==> src/rtl/fetch_prefetch.sv <==
// Instruction fetch front end: issues sequential word reads to the RAM read
// channel, buffers returned words in a small FIFO and hands them to decode.
module fetch_prefetch #(
    parameter int unsigned DEPTH    = 4,
    parameter logic [31:0] RESET_PC = 32'h0000_0000
) (
    input  logic        clk,
    input  logic        reset,
    output logic [31:0] mem_address,
    output logic [1:0]  mem_sig_read,
    input  logic [31:0] mem_data,
    input  logic        mem_is_ready,
    input  logic        redirect_valid,
    input  logic [31:0] redirect_pc,
    output logic        instr_valid,
    output logic [31:0] instr_data,
    output logic [31:0] instr_pc,
    input  logic        instr_ready
);
    localparam int unsigned PW = (DEPTH > 1) ? $clog2(DEPTH) : 1;
    localparam int unsigned CW = $clog2(DEPTH + 1);
    localparam logic [CW:0] DEPTH_W = (CW + 1)'(DEPTH);
    localparam logic [1:0] SIG_IDLE = 2'd0;
    localparam logic [1:0] SIG_WORD = 2'd3;
    localparam logic [31:0] PC_ALIGN = 32'hFFFF_FFFC;

    typedef enum logic [1:0] {
        IDLE      = 2'd0,
        REQ       = 2'd1,
        WAIT_DATA = 2'd2
    } state_t;

    state_t        state, state_next;
    logic [31:0]   fetch_pc, fetch_pc_next;
    logic [31:0]   req_pc, req_pc_next;
    logic [31:0]   address_next;
    logic [1:0]    sig_read_next;
    logic          discard, discard_next;

    logic [31:0]   fifo_pc   [DEPTH];
    logic [31:0]   fifo_data [DEPTH];
    logic [PW-1:0] wr_ptr, rd_ptr;
    logic [CW-1:0] count;

    logic          in_flight;
    logic          room;
    logic          push;
    logic          pop;

    // Reserve a slot for the fetch in flight so a returning word always fits.
    assign in_flight = (state == REQ) || (state == WAIT_DATA);
    assign room      = ({1'b0, count} + {{CW{1'b0}}, in_flight}) < DEPTH_W;

    assign instr_valid = (count != '0);
    assign instr_data  = fifo_data[rd_ptr];
    assign instr_pc    = fifo_pc[rd_ptr];
    assign pop         = instr_valid && instr_ready && !redirect_valid;

    always_comb begin
        state_next    = state;
        fetch_pc_next = fetch_pc;
        req_pc_next   = req_pc;
        address_next  = mem_address;
        sig_read_next = mem_sig_read;
        discard_next  = discard;
        push          = 1'b0;
        case (state)
            IDLE: begin
                if (!redirect_valid && room && mem_is_ready) begin
                    address_next  = fetch_pc;
                    sig_read_next = SIG_WORD;
                    req_pc_next   = fetch_pc;
                    fetch_pc_next = fetch_pc + 32'd4;
                    state_next    = REQ;
                end
            end
            REQ: begin
                sig_read_next = SIG_IDLE;
                state_next    = WAIT_DATA;
                if (redirect_valid) begin
                    discard_next = 1'b1;
                end
            end
            WAIT_DATA: begin
                // The RAM request cannot be cancelled; a stale word is simply dropped.
                if (mem_is_ready) begin
                    push         = !discard && !redirect_valid;
                    discard_next = 1'b0;
                    state_next   = IDLE;
                end else if (redirect_valid) begin
                    discard_next = 1'b1;
                end
            end
            default: begin
                sig_read_next = SIG_IDLE;
                state_next    = IDLE;
            end
        endcase
        if (redirect_valid) begin
            fetch_pc_next = redirect_pc & PC_ALIGN;
        end
    end

    always_ff @(posedge clk or posedge reset) begin
        if (reset) begin
            state        <= IDLE;
            fetch_pc     <= RESET_PC & PC_ALIGN;
            req_pc       <= '0;
            mem_address  <= '0;
            mem_sig_read <= SIG_IDLE;
            discard      <= 1'b0;
        end else begin
            state        <= state_next;
            fetch_pc     <= fetch_pc_next;
            req_pc       <= req_pc_next;
            mem_address  <= address_next;
            mem_sig_read <= sig_read_next;
            discard      <= discard_next;
        end
    end

    always_ff @(posedge clk or posedge reset) begin
        if (reset) begin
            wr_ptr <= '0;
            rd_ptr <= '0;
            count  <= '0;
            for (int i = 0; i < int'(DEPTH); i++) begin
                fifo_pc[i]   <= '0;
                fifo_data[i] <= '0;
            end
        end else if (redirect_valid) begin
            wr_ptr <= '0;
            rd_ptr <= '0;
            count  <= '0;
        end else begin
            if (push) begin
                fifo_pc[wr_ptr]   <= req_pc;
                fifo_data[wr_ptr] <= mem_data;
                wr_ptr            <= wr_ptr + 1'b1;
            end
            if (pop) begin
                rd_ptr <= rd_ptr + 1'b1;
            end
            case ({push, pop})
                2'b10:   count <= count + 1'b1;
                2'b01:   count <= count - 1'b1;
                default: count <= count;
            endcase
        end
    end

endmodule

==> config.mk <==
export PLATFORM = sky130hd
export DESIGN_NAME = fetch_prefetch
export DESIGN_NICKNAME = d
export VERILOG_FILES = /design/src/rtl/fetch_prefetch.sv
export SDC_FILE = /design/constraint.sdc
export NUM_CORES = 1
export LEC_CHECK = 0
export BUFFER_PORTS_ARGS = -buffer_cell sky130_fd_sc_hd__buf_2
export CAP_MARGIN = 20
export CORE_UTILIZATION = 40
export CTS_CLUSTER_DIAMETER = 60
export DETAILED_ROUTE_END_ITERATION = 16
export GPL_ROUTABILITY_DRIVEN = 0
export HOLD_SLACK_MARGIN = 0.08
export PLACE_DENSITY = 0.56
export SYNTH_ARGS = -nofsm -noshare
export SYNTH_HDL_FRONTEND = slang
export SYNTH_SLANG_ARGS = --single-unit
export TNS_END_PERCENT = 50
==> constraint.sdc <==
create_clock -name clk -period 15 [get_ports clk]
set_input_delay 3 -clock clk [delete_from_list [all_inputs] [get_ports clk]]
set_output_delay 3 -clock clk [all_outputs]
set_load 0.01 [all_outputs]
==> load_flow_metrics.sql, run 1 <==
INSERT INTO impl_metrics (metric_group, metric, value, unit) VALUES
('status', 'status', 'completed', ''),
('power_and_ir_drop', 'power_density', '157', 'nW/um^2'),
('sta', 'hold_slack', '0.483', 'ns'),
('cts', 'postCtsResizedCells', '0', ''),
('logic_synthesis', 'ys_dominant_reg_cell', 'dfrtp_1', ''),
('sta', 'setup-violations-final', '0', ''),
('floorplanning', 'die-width', '191', 'microns'),
('worst_hold_path', 'timing.hold.worst.class', 'flop to flop', ''),
('logic_synthesis', 'synthCells', '1012', ''),
('drt', 'routed-via-count', '8730', ''),
('cts', 'htreeDepth', '2', ''),
('layout', 'area_growth', '17.8', '%'),
('power_and_ir_drop', 'power_frac_clock', '36.0', '%'),
('setup_path', 'cp.arrival', '2.92', 'ns'),
('grt', 'antenna_found_initial', '3', ''),
('floorplanning', 'ios', '168', ''),
('sta', 'finalCriticalPeriod', '5.92', 'ns'),
('setup_path', 'cp-end-kind', 'output port', ''),
('logic_synthesis', 'synth-async-reset-ratio', '100', '%'),
('logic_synthesis', 'synth_top_family_by_area', 'multiplexers', ''),
('drt', 'routed_wl', '31800', 'microns'),
('drt', 'detail_route.first_pass.iterations', '4', ''),
('grt', 'grt_start_max_net_pins', '124', ''),
('cts', 'cts_hold_buffers', '0', ''),
('logic_synthesis', 'ys_top_cells_by_area', 'dfrtp_1 (56%), mux2_1 (20%), mux4_2 (9.8%)', ''),
('drt', 'iteration_0_drc_markers', '393', ''),
('cts', 'cts-root-buf', 'clkbuf_16', ''),
('cts', 'cts_buf_count', '37', ''),
('setup_path', 'worst_ep_required_time', '12.00', 'ns'),
('drt', 'post_drt_wl_per_cell', '19.3', 'microns'),
('power_and_ir_drop', 'switching_share', '29.4', '%'),
('floorplanning', 'placementRows', '68', ''),
('power_and_ir_drop', 'peakVddDrop', '0.0000878', 'V'),
('layout', 'drive_gt1_share', '26.2', '%'),
('power_and_ir_drop', 'power_frac_comb', '21.2', '%'),
('cts', 'clock_latency', '0.52', 'ns'),
('sta', 'worst_pin_slew', '1.13', 'ns'),
('setup_path', 'worst-setup-path-type', 'flop to output port', ''),
('logic_synthesis', 'ys_seq_elements', '319', ''),
('logic_synthesis', 'yosys_warnings', '0', ''),
('logic_synthesis', 'mean_syn_cell_area', '14.1', 'sq um'),
('cts', 'tritoncts_clock_tree', 'done', ''),
('drt', 'postRouteAntennaNets', '0', ''),
('cts', 'max-clock-path-buffers', '3', ''),
('sta', 'grt_setup_unrepaired', 'false', ''),
('power_and_ir_drop', 'power.net_switching', '0.000772', 'W'),
('sta', 'timing.slew.headroom', '24.5', '%'),
('placement', 'place.detailed.hpwl', '19300', 'microns'),
('power_and_ir_drop', 'power.leakage', '8.62', 'nW'),
('floorplanning', 'die_area', '36300', 'sq um'),
('logic_synthesis', 'post_synth_xor_area_fraction', '0.677', '%'),
('logic_synthesis', 'synth_top_area_share', '56.1', '%'),
('drt', 'route.detailed.vias_per_inst', '5.30', ''),
('layout', 'mostFrequentLayoutCell', 'dfrtp_1', ''),
('drt', 'drt_drc_violations_left', '0', ''),
('grt', 'grt_use_total', '18.2', '%'),
('cts', 'cts_setup_buffers', '0', ''),
('power_and_ir_drop', 'p_int', '0.00185', 'W'),
('sta', 'tns', '0', 'ns'),
('placement', 'placement.io_buffers', '161', ''),
('run', 'max-cap-violations', '0', ''),
('layout', 'finalNetCount', '1242', ''),
('grt', 'grt_pass1_vias', '9001', ''),
('power_and_ir_drop', 'seq_power_share', '42.9', '%'),
('logic_synthesis', 'post_synth_instance_area', '14200', 'sq um'),
('layout', 'commonest_cells_after_routing_fill_and_taps_aside', 'dfrtp_1 (317), mux2_1 (248), buf_2 (161)', ''),
('sta', 'worst_clock_skew', '0.0183', 'ns'),
('logic_synthesis', 'post_synth_num_cell_types', '54', ''),
('logic_synthesis', 'synth-simple-area-share', '7.42', '%'),
('grt', 'grt_overflow', '0', ''),
('cts', 'cts.reportedPaths.clkPinSlew', '0.06', 'ns');
[power groups by stage]
stage / clock network [W] / logic (W) / registers [W]
global route: 0.00101 / 0.000617 / 0.00115
finish: 0.000945 / 0.000556 / 0.00113
global placement: 0 / 0.000563 / 0.00114
CTS: 0.000973 / 0.000572 / 0.00113
floorplan: 0 / 0.000376 / 0.00110
detailed placement: 0 / 0.000571 / 0.00115
[flip-flops by register name (all words and copies together), names as in the netlist]
signal and flops:
state 2, fifo_pc 120, rd_ptr 2, req_pc 30
wr_ptr 2, fetch_pc 30, discard 1, fifo_data 128
count 3, mem_sig_read 1
[per-layer routing]
| metal | share of wire [%] | vias up | GRT usage, % | routed length, microns |
|---|---|---|---|---|
| met1 | 48 | 4506 | 26.9 | 15300 |
| met4 | 1.6 | 4 | 4.46 | 506 |
| met5 | 0.076 | - | 0 | 24 |
| li1 | - | 3982 | - | - |
| met3 | 5.4 | 49 | 3.33 | 1720 |
| met2 | 45 | 189 | 27.6 | 14300 |
[cell type report]
| cell class | instances | area [sq um] |
|---|---|---|
| timing repair buffer | 173 | 896 |
| inverter | 8 | 37.5 |
| fill | 3145 | 18000 |
| clock buffer | 52 | 1120 |
| clock inverter | 13 | 178 |
| multi-input combinational | 625 | 5950 |
| tap | 455 | 569 |
| sequential | 319 | 7990 |
| antenna | 1 | 2.50 |
[critical path, stage by stage, from the launching register on]
cell and delay (ns):
dfrtp_4 0.78, buf_4 0.81, mux4_2 0.63, buf_2 0.16
[worst paths after layout]
kind | to | depth (start not counted) | slack (ns) | from
min in group asynchronous | fifo_data[85]$_DFFE_PP0P_ | 2 | 2.66 | reset
max | instr_data[2] | 3 | 9.08 | rd_ptr[0]$_DFFE_PP0P_
min reg2reg | fifo_data[54]$_DFFE_PP0P_ | 1 | 0.48 | fifo_data[54]$_DFFE_PP0P_
min | fifo_data[54]$_DFFE_PP0P_ | 1 | 0.48 | fifo_data[54]$_DFFE_PP0P_
max reg2reg | fifo_data[46]$_DFFE_PP0P_ | 7 | 12.27 | state[0]$_DFFE_PP0P_
max in group asynchronous | req_pc[5]$_DFFE_PP0P_ | 3 | 10.82 | reset
[per-stage QoR]
| stage | area, sq um | cells | total power (W) |
|---|---|---|---|
| detailed placement | 15400 | 1580 | 0.00172 |
| CTS | 16700 | 1645 | 0.00268 |
| floorplan | 14200 | 1015 | 0.00147 |
| global placement | 15400 | 1580 | 0.00171 |
| global route | 16700 | 1645 | 0.00278 |
| finish | 16800 | 1646 | 0.00263 |
[Yosys cell counts, drive strengths merged (2+ instances only)]
| master | count |
|---|---|
| or3 | 5 |
| and2 | 2 |
| nand2b | 3 |
| ha | 8 |
| nand2 | 124 |
| a21oi | 6 |
| o31ai | 2 |
| and3 | 7 |
| nor3 | 7 |
| clkbuf | 17 |
| o211ai | 3 |
| inv | 7 |
| mux2i | 5 |
| a22oi | 6 |
| a32oi | 2 |
| buf | 46 |
| o21ai | 27 |
| xnor2 | 6 |
| nand3 | 27 |
| nor2b | 5 |
| a31oi | 5 |
| a221o | 2 |
| mux4 | 62 |
| o311ai | 3 |
| nor2 | 24 |
| dfrtp | 319 |
| a21o | 2 |
| nand3b | 2 |
| nand4 | 11 |
| xor2 | 5 |
| mux2 | 248 |
| nor4 | 3 |
[cell families (layout without fill, tap and decap cells)]
family / count (synthesis) / in the layout
XOR/XNOR: 11 / 11
AND/OR/NAND/NOR: 224 / 224
multiplexers: 315 / 315
other: 1 / 5
adder cells (fa/ha/maj): 9 / 9
AO/OA/AOI/OAI: 62 / 62
buffers and inverters: 71 / 246
flip-flops: 319 / 319
Note: power is estimated with default switching activity, not from simulation.
==> run 2, diff against run 1 <==
--- a/config.mk
+++ b/config.mk
@@ -5,6 +5,7 @@
 export SDC_FILE = /design/constraint.sdc
 export NUM_CORES = 1
 export LEC_CHECK = 0
+export ABC_AREA = 1
 export BUFFER_PORTS_ARGS = -buffer_cell sky130_fd_sc_hd__buf_2
 export CAP_MARGIN = 20
 export CORE_UTILIZATION = 40
@@ -12,7 +13,7 @@
 export DETAILED_ROUTE_END_ITERATION = 16
 export GPL_ROUTABILITY_DRIVEN = 0
 export HOLD_SLACK_MARGIN = 0.08
-export PLACE_DENSITY = 0.56
+export PLACE_DENSITY = 0.58
 export SYNTH_ARGS = -nofsm -noshare
 export SYNTH_HDL_FRONTEND = slang
 export SYNTH_SLANG_ARGS = --single-unit
==> constraint.sdc (replaced) <==
create_clock -name clk -period 5.2 [get_ports clk]
set_input_delay 1.04 -clock clk [delete_from_list [all_inputs] [get_ports clk]]
set_output_delay 1.04 -clock clk [all_outputs]
set_load 0.01 [all_outputs]
==> run 2 against run 1 <==
Against the previous run:
- setup slack worse by 7.8 ns
- final area is 0.37% higher
- combinational power grew to 4.5 times the previous value
- register-to-register slack worse by 9.4 ns
- clock skew is 0.0051 ns lower
- clock power grew to 2.7 times the previous value
- final cell count is 44% higher
- global-route usage is 2.3 points higher
- clock-buffer cell count is 3 higher
- sequential power grew to 3.0 times the previous value
==> load_flow_metrics.sql, run 2 <==
INSERT INTO impl_metrics (metric_group, metric, value, unit) VALUES
('cts', 'max-clock-path-buffers', '3', ''),
('placement', 'detailedPlace.worstSlack', '1.75', 'ns'),
('floorplanning', 'core_area', '35900', 'sq um'),
('floorplanning', 'placementRows', '69', ''),
('power_and_ir_drop', 'report.power.total', '0.00839', 'W'),
('logic_synthesis', 'synthCells', '1774', ''),
('layout', 'area_growth', '14.2', '%'),
('logic_synthesis', 'post_synthesis_share_of_cell_area_spent_on_full_adders_half_adders_and_majority_gates', '0.816', '%'),
('cts', 'cts_hold_buffers', '0', ''),
('setup_path', 'r2r_cells', '8', ''),
('cts', 'cts.sink_count', '319', ''),
('placement', 'placement.io_buffers', '161', ''),
('sta', 'hold_slack', '0.480', 'ns'),
('sta', 'finalCriticalPeriod', '3.88', 'ns'),
('grt', 'antenna_found_initial', '0', ''),
('power_and_ir_drop', 'power.net_switching', '0.00303', 'W'),
('sta', 'grt_setup_unrepaired', 'false', ''),
('placement', 'place.detailed.hpwl', '23700', 'microns'),
('layout', 'layoutNonFillerInstCount', '2371', ''),
('setup_path', 'worst_setup_path_start_kind', 'flop', ''),
('logic_synthesis', 'post_synth_num_cell_types', '33', ''),
('floorplanning', 'die_y', '194', 'microns'),
('grt', 'grt_start_max_net_pins', '111', ''),
('sta', 'hold_viol', '0', ''),
('cts', 'clock_latency', '0.52', 'ns'),
('grt', 'grt_overflow', '0', ''),
('logic_synthesis', 'synth_top_area_share', '54.2', '%'),
('power_and_ir_drop', 'seq_power_share', '39.8', '%'),
('drt', 'routed_wl', '38000', 'microns'),
('logic_synthesis', 'synthMostInstantiatedCell', 'nand2_1', ''),
('drt', 'route.detailed.vias_per_inst', '5.07', ''),
('logic_synthesis', 'synth_edf_count', '0', ''),
('drt', 'routed-via-count', '12029', ''),
('sta', 'period_utilization_post_route', '74.6', '%'),
('sta', 'worst_slack', '1.32', 'ns'),
('sta', 'worst_pin_slew', '0.942', 'ns'),
('drt', 'postRouteAntennaNets', '0', ''),
('layout', 'final-seq-area', '7990', 'sq um'),
('power_and_ir_drop', 'power_frac_comb', '29.9', '%'),
('floorplanning', 'ios', '168', ''),
('logic_synthesis', 'synth_top_family_by_area', 'simple AND/OR/NAND/NOR gates', ''),
('sta', 'tns', '0', 'ns'),
('cts', 'cts_setup_buffers', '0', ''),
('drt', 'post_drt_wl_per_cell', '16.0', 'microns'),
('layout', 'drive_gt1_share', '14.0', '%'),
('sta', 'worst_clock_skew', '0.0132', 'ns'),
('drt', 'detail_route.first_pass.iterations', '5', ''),
('status', 'status', 'completed', ''),
('power_and_ir_drop', 'power_frac_clock', '30.3', '%'),
('floorplanning', 'die_area', '37600', 'sq um'),
('cts', 'cts.reportedPaths.clkPinSlew', '0.06', 'ns'),
('power_and_ir_drop', 'switching_share', '36.2', '%'),
('logic_synthesis', 'post_synth_xor_area_fraction', '0.595', '%'),
('power_and_ir_drop', 'p_int', '0.00536', 'W'),
('cts', 'cts_buf_count', '37', ''),
('layout', 'finalNetCount', '1962', ''),
('floorplanning', 'initial_utilization', '41.0', '%'),
('logic_synthesis', 'yosys_warnings', '0', ''),
('logic_synthesis', 'yosys.area.top_type', 'dfrtp_1', ''),
('run', 'max-cap-violations', '0', ''),
('logic_synthesis', 'ys_seq_elements', '319', ''),
('layout', 'mostFrequentLayoutCell', 'nand2_1', ''),
('setup_path', 'cp.arrival', '2.84', 'ns'),
('placement', 'place_inst', '2306', ''),
('layout', 'commonest_cells_after_routing_fill_and_taps_aside', 'nand2_1 (460), dfrtp_1 (317), o21ai_1 (219)', ''),
('cts', 'tritoncts_clock_tree', 'done', ''),
('cts', 'postCtsResizedCells', '0', ''),
('cts', 'htreeDepth', '2', ''),
('cts', 'cts-root-buf', 'clkbuf_16', ''),
('logic_synthesis', 'synth-simple-area-share', '18.5', '%'),
('layout', 'multi_input_comb_area', '5570', 'sq um'),
('grt', 'grt_pass1_vias', '11596', ''),
('layout', 'largest_registers', 'fifo_data (128), fifo_pc (120)', ''),
('worst_hold_path', 'timing.hold.worst.class', 'flop to flop', ''),
('floorplanning', 'die-width', '194', 'microns'),
('logic_synthesis', 'synth_common_cells', 'nand2_1 (460), dfrtp_1 (319), o21ai_1 (219)', ''),
('drt', 'drt_drc_violations_left', '0', ''),
('layout', 'diodes', '0', ''),
('logic_synthesis', 'synth-async-reset-ratio', '100', '%'),
('setup_path', 'cp-end-kind', 'output port', ''),
('sta', 'timing.slew.headroom', '37.2', '%'),
('sta', 'slew_viols_final', '0', ''),
('logic_synthesis', 'yosys-mux-area-fraction', '0', '%'),
('setup_path', 'worst-setup-path-type', 'flop to output port', ''),
('power_and_ir_drop', 'power.leakage', '8.30', 'nW'),
('logic_synthesis', 'ys_top_cells_by_area', 'dfrtp_1 (54%), nand2_1 (12%), o21ai_1 (7.4%)', ''),
('setup_path', 'worst_ep_required_time', '4.16', 'ns'),
('logic_synthesis', 'synth_compound_gate_area_share', '17.8', '%'),
('sta', 'maxClockFrequency', '258', 'MHz'),
('grt', 'grt_use_total', '20.5', '%'),
('layout', 'fillCellCount', '3574', ''),
('worst_hold_path', 'worst_hold_path.num_cells', '2', ''),
('logic_synthesis', 'mean_syn_cell_area', '8.30', 'sq um'),
('logic_synthesis', 'post_synth_instance_area', '14700', 'sq um'),
('grt', 'wire_length_of_the_first_global_routing_pass', '62100', 'microns'),
('sta', 'setup-violations-final', '0', ''),
('layout', 'max_flop_register', 'fifo_data', ''),
('logic_synthesis', 'ys_seq_area_share', '54.2', '%'),
('setup_path', 'cp_max_fo', '85', ''),
('layout', 'number_of_flip_flops_in_the_largest_register', '128', ''),
('drt', 'iteration_0_drc_markers', '818', ''),
('logic_synthesis', 'ys_dominant_reg_cell', 'dfrtp_1', ''),
('power_and_ir_drop', 'power_density', '499', 'nW/um^2'),
('power_and_ir_drop', 'peakVddDrop', '0.000247', 'V');
[run 2: changes by cell type after synthesis, sizes merged, moves of 6 or more]
cell / delta
buf: +10
o21ai: +407
nor2: +148
nand3: +14
and3: -7
o22ai: +62
inv: +126
nand4: -11
a22oi: -6
mux4: -62
mux2: -248
nand2: +344
clkbuf: +39
[run 2: path summary, 6_finish.rpt]
kind	from	end	slack, ns
max	rd_ptr[0]$_DFFE_PP0P_	instr_data[27]	1.32
min	fifo_pc[61]$_DFFE_PP0P_	fifo_pc[61]$_DFFE_PP0P_	0.48
min reg2reg	fifo_pc[61]$_DFFE_PP0P_	fifo_pc[61]$_DFFE_PP0P_	0.48
min in group asynchronous	reset	req_pc[9]$_DFFE_PP0P_	0.59
max reg2reg	state[0]$_DFFE_PP0P_	fifo_pc[117]$_DFFE_PP0P_	2.87
max in group asynchronous	reset	rd_ptr[0]$_DFFE_PP0P_	3.42
[run 2: cells by family after synthesis]
family | count (synthesis)
other | 1
adders and majority gates | 9
DFF | 319
xor gates and xnor gates | 10
and+or+nand+nor | 685
AOI/OAI and AO/OA | 504
buffers and inverters | 246
[run 2: worst max-delay path, stage by stage, from the launching register on]
cell and delay (ns):
dfrtp_4 1.03, buf_4 0.57, o21ai_0 0.16, o22ai_1 0.31, buf_2 0.20
[run 2: layout make-up]
type                            instances  share of cell area [%]
Tap cell                              461                    3.43
Sequential cell                       319                    47.5
Multi-Input combinational cell       1212                    33.1
Clock inverter                         10                   0.633
Clock buffer                           55                    6.44
Timing Repair Buffer                  180                    5.86
Inverter                              134                    3.02
[run 2: through the flow]
step,utilization (%),instance area [sq um]
floorplan,-,14700
global placement,43.5,15600
detailed placement,43.5,15600
CTS,46.8,16800
global route,46.8,16800
finish,46.8,16800
[run 2: power groups by stage]
stage	clock (W)	combinational (W)	sequential (W)
after global placement	0	0.00251	0.00337
after floorplan	0	0.00165	0.00323
after CTS	0.00261	0.00255	0.00333
after global routing	0.00272	0.00283	0.00340
after detailed placement	0	0.00254	0.00337
final	0.00255	0.00251	0.00334
[run 2: routing by layer]
metal	GRT usage (%)	share of wire (%)	wire length (microns)	vias to the layer above
met1	29.3	49	18500	5693
li1	-	-	-	6012
met4	6.73	2.6	996	0
met3	2.90	4.0	1530	63
met5	0	0	0	-
met2	32.1	45	17000	261
==> run 3, diff against run 2 <==
==> constraint.sdc (replaced) <==
create_clock -name clk -period 3.2 [get_ports clk]
set_input_delay 0.64 -clock clk [delete_from_list [all_inputs] [get_ports clk]]
set_output_delay 0.64 -clock clk [all_outputs]
set_load 0.01 [all_outputs]
==> run 3 against run 2 <==
Against the previous run:
- final cell count rose by 0.76%
- critical path depth did not move
- wire length fell by 0.21%
- utilization rose by 0.83 points
- setup slack got worse by 0.91 ns
- total power rose by 65%
- clock power rose by 68%
- combinational power rose by 69%
- worst hold slack got worse by 0.29 ns
- critical path type unchanged
- critical endpoint is now instr_pc[19]
==> load_flow_metrics.sql, run 3 (synthesized netlist as in run 2, its figures left out) <==
INSERT INTO impl_metrics (metric_group, metric, value, unit) VALUES
('sta', 'maxClockFrequency', '358', 'MHz'),
('layout', 'largest_registers', 'fifo_data (128), fifo_pc (120)', ''),
('layout', 'drive_gt1_share', '14.7', '%'),
('worst_hold_path', 'timing.hold.worst.class', 'input port to asynchronous set/reset pin', ''),
('setup_path', 'r2r_cells', '13', ''),
('layout', 'layoutNonFillerInstCount', '2389', ''),
('setup_path', 'worst_ep_required_time', '2.56', 'ns'),
('setup_path', 'cp_max_fo', '127', ''),
('grt', 'antenna_found_initial', '0', ''),
('drt', 'routed_wl', '38000', 'microns'),
('cts', 'cts-root-buf', 'clkbuf_16', ''),
('status', 'status', 'completed', ''),
('run', 'max-cap-violations', '0', ''),
('power_and_ir_drop', 'power_density', '809', 'nW/um^2'),
('floorplanning', 'core_area', '35900', 'sq um'),
('layout', 'fillCellCount', '3615', ''),
('floorplanning', 'die_y', '194', 'microns'),
('layout', 'mostFrequentLayoutCell', 'nand2_1', ''),
('floorplanning', 'ios', '168', ''),
('sta', 'grt_setup_unrepaired', 'false', ''),
('grt', 'grt_start_max_net_pins', '128', ''),
('floorplanning', 'placementRows', '69', ''),
('grt', 'wire_length_of_the_first_global_routing_pass', '63000', 'microns'),
('placement', 'placement.io_buffers', '161', ''),
('grt', 'grt_overflow', '0', ''),
('sta', 'period_utilization_post_route', '87.4', '%'),
('sta', 'timing.slew.headroom', '57.6', '%'),
('cts', 'postCtsResizedCells', '0', ''),
('cts', 'clock_latency', '0.52', 'ns'),
('layout', 'diodes', '0', ''),
('cts', 'cts.sink_count', '319', ''),
('sta', 'setup-violations-final', '0', ''),
('setup_path', 'worst-setup-path-type', 'flop to output port', ''),
('sta', 'slew_viols_final', '0', ''),
('sta', 'worst_clock_skew', '0.00985', 'ns'),
('setup_path', 'cp-end-kind', 'output port', ''),
('setup_path', 'crit_path_start', 'rd_ptr[0]$_DFFE_PP0P_', ''),
('power_and_ir_drop', 'power.leakage', '8.45', 'nW'),
('floorplanning', 'die_area', '37600', 'sq um'),
('sta', 'worst_pin_slew', '0.637', 'ns'),
('setup_path', 'crit_end', 'instr_pc[19]', ''),
('layout', 'max_flop_register', 'fifo_data', ''),
('cts', 'htreeDepth', '2', ''),
('drt', 'post_drt_wl_per_cell', '15.9', 'microns'),
('cts', 'cts.reportedPaths.clkPinSlew', '0.06', 'ns'),
('drt', 'routed-via-count', '12101', ''),
('floorplanning', 'initial_utilization', '41.0', '%'),
('setup_path', 'worst_setup_path_start_kind', 'flop', ''),
('cts', 'cts_setup_buffers', '0', ''),
('cts', 'cts_hold_buffers', '0', ''),
('drt', 'route.detailed.vias_per_inst', '5.07', ''),
('drt', 'drt_drc_violations_left', '0', ''),
('layout', 'number_of_flip_flops_in_the_largest_register', '128', ''),
('power_and_ir_drop', 'peakVddDrop', '0.000358', 'V'),
('setup_path', 'r2r_path_end', 'count[2]$_DFFE_PP0P_', ''),
('setup_path', 'cp.arrival', '2.16', 'ns'),
('drt', 'iteration_0_drc_markers', '744', ''),
('sta', 'hold_viol', '0', ''),
('sta', 'tns', '0', 'ns'),
('layout', 'commonest_cells_after_routing_fill_and_taps_aside', 'nand2_1 (460), dfrtp_1 (317), o21ai_1 (219)', ''),
('drt', 'postRouteAntennaNets', '0', ''),
('drt', 'detail_route.first_pass.iterations', '5', ''),
('sta', 'finalCriticalPeriod', '2.80', 'ns'),
('floorplanning', 'die-width', '194', 'microns'),
('setup_path', 'ff2ff_setup_slack', '0.88', 'ns'),
('cts', 'cts_buf_count', '38', ''),
('layout', 'finalNetCount', '1977', ''),
('placement', 'place.detailed.hpwl', '24600', 'microns'),
('cts', 'max-clock-path-buffers', '3', ''),
('placement', 'detailedPlace.worstSlack', '0.620', 'ns'),
('setup_path', 'reg2reg_from', 'state[0]$_DFFE_PP0P_', ''),
('placement', 'place_inst', '2320', ''),
('sta', 'worst_slack', '0.403', 'ns'),
('grt', 'grt_pass1_vias', '11877', ''),
('layout', 'area_growth', '16.3', '%'),
('layout', 'final_core_utilization', '47.6', '%'),
('cts', 'tritoncts_clock_tree', 'done', ''),
('grt', 'grt_use_total', '20.7', '%');
==> run 3: cell types whose count changed in the layout (fill, tap and decap cells not counted) <==
cell and delta:
clkbuf_16 +2, buf_12 +10, clkbuf_8 +1, clkinvlp_4 +1
buf_4 +4, clkinv_2 -2, clkbuf_1 +2
==> run 3: how the worst min path moves through the flow <==
stage                              endpoint                     from  slack [ns]  cells past startpoint
finish                req_pc[8]$_DFFE_PP0P_                    reset        0.19                      2
global placement    fifo_pc[94]$_DFFE_PP0P_  fifo_pc[94]$_DFFE_PP0P_        0.46                      2
CTS                   req_pc[8]$_DFFE_PP0P_                    reset        0.19                      2
detailed placement  fifo_pc[93]$_DFFE_PP0P_  fifo_pc[93]$_DFFE_PP0P_        0.47                      2
floorplan           fifo_pc[59]$_DFFE_PP0P_  fifo_pc[59]$_DFFE_PP0P_        0.45                      2
global route          req_pc[8]$_DFFE_PP0P_                    reset        0.22                      2
==> run 3: through the flow <==
step / power (W) / area (sq um) / hold slack, ns
after floorplan: 0.00792 / 14700 / 0.448
after global placement: 0.00962 / 15900 / 0.462
after detailed placement: 0.00967 / 15900 / 0.468
after CTS: 0.0140 / 17100 / 0.194
after global routing: 0.0148 / 17100 / 0.219
final: 0.0138 / 17100 / 0.193
==> run 3: area by class of cell <==
cell class | instances | area (sq um) | share of cell area (%)
sequential | 319 | 7990 | 46.7
multi-input combinational | 1212 | 5570 | 32.5
timing repair buffer | 194 | 1220 | 7.11
clock buffer | 60 | 1150 | 6.75
tap | 461 | 577 | 3.37
inverter | 134 | 508 | 2.97
clock inverter | 9 | 104 | 0.607
==> run 3: layer usage <==
| metal | vias to the layer above | GRT usage, % | routed length (microns) |
|---|---|---|---|
| met2 | 288 | 33.7 | 17300 |
| met1 | 5706 | 29.0 | 18100 |
| met4 | 0 | 5.91 | 799 |
| met5 | - | 0 | 0 |
| met3 | 60 | 2.73 | 1830 |
| li1 | 6047 | - | - |
==> run 3: critical path, stage by stage, from the launching register on <==
cell and delay, ns:
dfrtp_4 0.43, buf_12 0.39, o21ai_0 0.16, o22ai_1 0.30, buf_2 0.19
==> run 3: where the power goes <==
part	total, W	switching [W]	internal (W)	leakage, nW
Clock	0.00429	0.00165	0.00264	0.614
Sequential	0.00531	0.000577	0.00473	4.29
Combinational	0.00425	0.00271	0.00154	3.54
